==> src/rtl/pwm_duty_ramp_ctrl.sv <==
// Soft-start / slew controller feeding a PWM generator: slews duty_cycle toward a
// commanded target and sequences frequency changes through a ramp to zero duty.
module pwm_duty_ramp_ctrl #(
  parameter int clk_frequency = 450_000_000,
  parameter int step_rate_hz  = 10_000,
  parameter int STEP          = 1
) (
  input  logic       clk,
  input  logic       resetn,
  input  logic       enable,
  input  logic       cmd_valid,
  output logic       cmd_ready,
  input  logic [7:0] cmd_duty,
  input  logic [1:0] cmd_freq_select,
  output logic [1:0] freq_select,
  output logic [7:0] duty_cycle,
  output logic       busy,
  output logic       at_target,
  output logic [1:0] state_dbg
);

  localparam int TICK_DIV = clk_frequency / step_rate_hz;
  localparam int CW = (TICK_DIV > 1) ? $clog2(TICK_DIV) : 1;
  localparam logic [CW-1:0] CNT_MAX = CW'(TICK_DIV - 1);
  localparam logic [8:0] STEP_W = 9'(STEP);
  localparam logic [7:0] STEP_B = 8'(STEP);

  typedef enum logic [1:0] {IDLE, RAMP, RAMP_DOWN, SWITCH} state_t;

  state_t          state;
  logic [7:0]      target_duty;
  logic [1:0]      target_freq;
  logic [CW-1:0]   cnt;
  logic            accept;
  logic            tick;

  // One step toward goal; lands exactly on goal when closer than STEP, so no
  // overshoot and no 8-bit wrap.
  function automatic logic [7:0] step_toward(input logic [7:0] cur, input logic [7:0] goal);
    logic [8:0] diff;
    if (goal >= cur) begin
      diff = {1'b0, goal} - {1'b0, cur};
      step_toward = (diff <= STEP_W) ? goal : cur + STEP_B;
    end else begin
      diff = {1'b0, cur} - {1'b0, goal};
      step_toward = (diff <= STEP_W) ? goal : cur - STEP_B;
    end
  endfunction

  // Handshake: a command transfers on any cycle where cmd_valid & cmd_ready;
  // cmd_ready is combinational and never depends on cmd_valid.
  assign cmd_ready = enable & ((state == IDLE) | (state == RAMP));
  assign accept    = cmd_valid & cmd_ready;
  assign tick      = (cnt == CNT_MAX);
  assign busy      = (state != IDLE);
  assign at_target = (state == IDLE) & (duty_cycle == target_duty);
  assign state_dbg = state;

  always_ff @(posedge clk or negedge resetn) begin
    if (!resetn) begin
      state       <= IDLE;
      duty_cycle  <= 8'd0;
      freq_select <= 2'b00;
      target_duty <= 8'd0;
      target_freq <= 2'b00;
      cnt         <= '0;
    end else if (!enable) begin
      state       <= IDLE;
      duty_cycle  <= 8'd0;
      target_duty <= 8'd0;
      cnt         <= '0;
    end else begin
      case (state)
        IDLE: begin
          cnt <= '0;
          if (accept) begin
            target_duty <= cmd_duty;
            target_freq <= cmd_freq_select;
            state       <= (cmd_freq_select == freq_select) ? RAMP : RAMP_DOWN;
          end
        end
        RAMP: begin
          cnt <= tick ? '0 : cnt + 1'b1;
          // The step in an accept cycle still aims at the old target.
          if (tick) duty_cycle <= step_toward(duty_cycle, target_duty);
          if (accept) begin
            target_duty <= cmd_duty;
            target_freq <= cmd_freq_select;
            if (cmd_freq_select != freq_select) state <= RAMP_DOWN;
          end else if (duty_cycle == target_duty) begin
            state <= IDLE;
            cnt   <= '0;
          end
        end
        RAMP_DOWN: begin
          if (duty_cycle == 8'd0) begin
            state <= SWITCH;
            cnt   <= '0;
          end else begin
            cnt <= tick ? '0 : cnt + 1'b1;
            if (tick) duty_cycle <= step_toward(duty_cycle, 8'd0);
          end
        end
        SWITCH: begin
          freq_select <= target_freq;
          state       <= RAMP;
          cnt         <= '0;
        end
        default: state <= IDLE;
      endcase
    end
  end

endmodule

==> config.mk <==
export PLATFORM = sky130hd
export DESIGN_NAME = pwm_duty_ramp_ctrl
export DESIGN_NICKNAME = d
export VERILOG_FILES = /design/src/rtl/pwm_duty_ramp_ctrl.sv
export SDC_FILE = /design/constraint.sdc
export NUM_CORES = 1
export LEC_CHECK = 0
export CAP_MARGIN = 10
export CELL_PAD_IN_SITES_DETAIL_PLACEMENT = 0
export CELL_PAD_IN_SITES_GLOBAL_PLACEMENT = 2
export CORE_MARGIN = 2
export CORE_UTILIZATION = 32
export CTS_CLUSTER_DIAMETER = 200
export DETAILED_ROUTE_END_ITERATION = 16
export PLACE_DENSITY_LB_ADDON = 0.1
export RECOVER_POWER = 25
export SYNTH_ARGS = -nofsm -noshare
export SYNTH_HDL_FRONTEND = slang
export SYNTH_SLANG_ARGS = --single-unit
==> constraint.sdc <==
create_clock -name clk -period 3.15 [get_ports clk]
set_input_delay 0.63 -clock clk [delete_from_list [all_inputs] [get_ports clk]]
set_output_delay 0.63 -clock clk [all_outputs]
set_load 0.05 [all_outputs]
==> metrics <==
status=finished, violations left; failing checks=max-capacitance violations, max-slew violations, negative setup slack; synth cell count leaders=47 x nor2_1, 40 x nand2_1, 38 x dfrtp_1; RSZ-0062 raised after global routing=true; Wirelength per Cell=17.9 um; Max Freq=315 MHz; Congestion Overflow GR=0; VDD IR max=348 uV; Layout area overhead=31.6%; clk buf depth=2; number of synthesized flops with an enable pin=0; first drt pass iteration count=5; final WL=10600 um; Power Dens Cells=817 nW/um^2; global-route met3 utilization=0.0349; GRT Total Usage=0.194; Synth warnings=0; Via density=5.38; Layout Skew=9.66 ps; Slew HR=-0.480; Num CTS Buffers=5; asr flop ratio synth=1.00; CP arrival=3400 ps; Setup CP Type=reg -> reg; cell with the most instances after synthesis=nor2_1; ANT cells=0; DR vias=3179; Buffers on Ports=28; area leader, netlist=dfrtp_1; clock power share=0.152; Synth Flop Type=dfrtp_1; Die W=105 um; Sw Ratio=0.470; grt met1 use=0.281; CTS root buf=clkbuf_8; worst-margin pin slew=2220 ps; Pleak=1.71 nW; setup TNS=-24.6 ps; DRC=0; Worst setup EP type=flip-flop; mapped cell area=3250 sq um; Syn Nets=437; final hold slack=500 ps; count of pins over their slew limit=39; Setup crit start kind=flip-flop; Seq pwr share=0.176; Req. time, crit path=3380 ps; crit path max fanout=7; CP delay by family, top=simple AND/OR/NAND/NOR gates; clock input transition at the sequential cells of the worst setup and hold paths=90 ps; Buf+Inv Stages, Crit Path=3; Placer Congestion=0.865; clock sink total=38; fill count=1047; pre-CTS WS=-32.8 ps; clock latency on the worst-skew pair=310 ps; Psw=1.64 mW; Max-Cap Viols=1; CTS tree=yes; Synth Instances=399; Largest stage delay, worst path=550 ps; Final min period=3170 ps; # rows=36; slowest cell on the critical path=or4_4; vias in the first global route=3124; H-tree depth=2; Logic pwr share=0.671; setup violators final=1; Final ANT Viol Nets=0; Syn Area/Cell=8.13 sq um; Final Hold Fails=0; Die Ht=105 um; Synth top area share=0.293; worst setup margin=-24.6 ps; GR peak layer=met2; share of layout cells above drive strength 1=0.221; crit-path cells=inv_4 > ha_4 > inv_2 > fa_2 > xnor2_2 > o21ai_1 > or4_4 > nor4_4 > buf_4 > nand3_4 > o21ba_4 > mux2_4 > o22ai_4; die area=11000 sq um; Seq cells post-synth=38; synth top area cells=dfrtp_1 29%, ha_1 8.5%, nor2_1 5.4%, nand2_1 4.6%, a21oi_1 3.7%; worst hold path class=reg -> reg; Seq/Total Area, Yosys=0.293; fin crit share=1.01; first-pass GRT wire length=17000 um; Placeable Area=9820 sq um; # IOs=29; Final nets=495; Yosys cell types=67; largest net degree at the start of global routing=39; initial antenna violation count=0; Initial Util=0.331; Detail Placement HPWL=7770 um; Iteration-0 DRC Markers=251; internal cell power=1.85 mW; M2 GR Usage=0.302
[cell families after synthesis]
logic type	after synthesis	synth area share
flops	38	0.293
compound gates	108	0.233
buf+inv	40	0.0540
simple gates	162	0.246
fa+ha+maj	24	0.0971
mux	4	0.0146
xor+xnor	23	0.0621
[registers in the layout (all words and copies together) (netlist names)]
register and flops:
cnt 16, duty_cycle 8, target_duty 8, freq_select 2, state_dbg 2, target_freq 2
[layout by cell type (no fill, tap or decap), drive strengths merged, types with 16 or more instances in the layout]
cell type / netlist / layout
nor2: 47 / 47
buf: 5 / 41
nand2: 40 / 40
dfrtp: 38 / 38
clkdlybuf4s50: 0 / 25
a21oi: 24 / 24
o21ai: 23 / 23
inv: 22 / 22
ha: 22 / 22
nand3: 16 / 16
nor3: 16 / 16
[worst min-delay path, stage by stage, from the launching register on]
cell,delay (ps)
dfrtp_1,360
nand2_1,60
nand2_1,60
[cell type report]
type                            instances  area, sq um  share of cell area
Sequential cell                        38          963               0.226
Clock inverter                          3         68.8              0.0161
Inverter                               22         85.1              0.0199
Multi-Input combinational cell        322         2300               0.538
Tap cell                              133          166              0.0390
Clock buffer                            5         68.8              0.0161
Timing Repair Buffer                   68          619               0.145
[timing repair]
item	CTS	global route
pin swaps	0	17
cloned	0	2
setup endpoints to repair	2	8
gates resized for setup	2	33
buffers inserted	0	10
hold buffers	0	0
[path summary, 6_finish.rpt]
check | slack (ps) | to | cells after the start | start
setup / recovery | -20 | duty_cycle[0]$_DFFE_PN0P_ | 13 | duty_cycle[0]$_DFFE_PN0P_
hold / removal | 500 | target_freq[1]$_DFFE_PN0P_ | 2 | target_freq[1]$_DFFE_PN0P_
setup reg to reg | -20 | duty_cycle[0]$_DFFE_PN0P_ | 13 | duty_cycle[0]$_DFFE_PN0P_
hold reg to reg | 500 | target_freq[1]$_DFFE_PN0P_ | 2 | target_freq[1]$_DFFE_PN0P_
max in group asynchronous | 630 | duty_cycle[0]$_DFFE_PN0P_ | 1 | resetn
min in group asynchronous | 970 | duty_cycle[3]$_DFFE_PN0P_ | 1 | resetn
[per-stage QoR]
step,util,total power [mW],area [sq um],std cells
after CTS,0.409,3.15,4020,579
after detailed placement,0.394,2.58,3860,571
after global routing,0.435,3.73,4270,591
after floorplan,-,1.95,3280,399
after global placement,0.394,2.59,3860,571
final,0.435,3.49,4270,591
[power groups by stage]
stage	Clock (mW)	Sequential, mW	Combinational [mW]
2_1_floorplan	0	0.749	1.21
3_3_place_gp	0	0.624	1.97
3_5_place_dp	0	0.623	1.96
4_1_cts	0.540	0.615	1.99
5_1_grt	0.558	0.627	2.55
6_report	0.532	0.615	2.34
[metal layers]
layer  vias to the layer above  share of wire
li1                       1554              -
met1                      1527           0.48
met4                         0         0.0078
met2                        89           0.46
met5                         -              0
met3                         9          0.054
No activity file was read; power rests on OpenSTA's default activity.
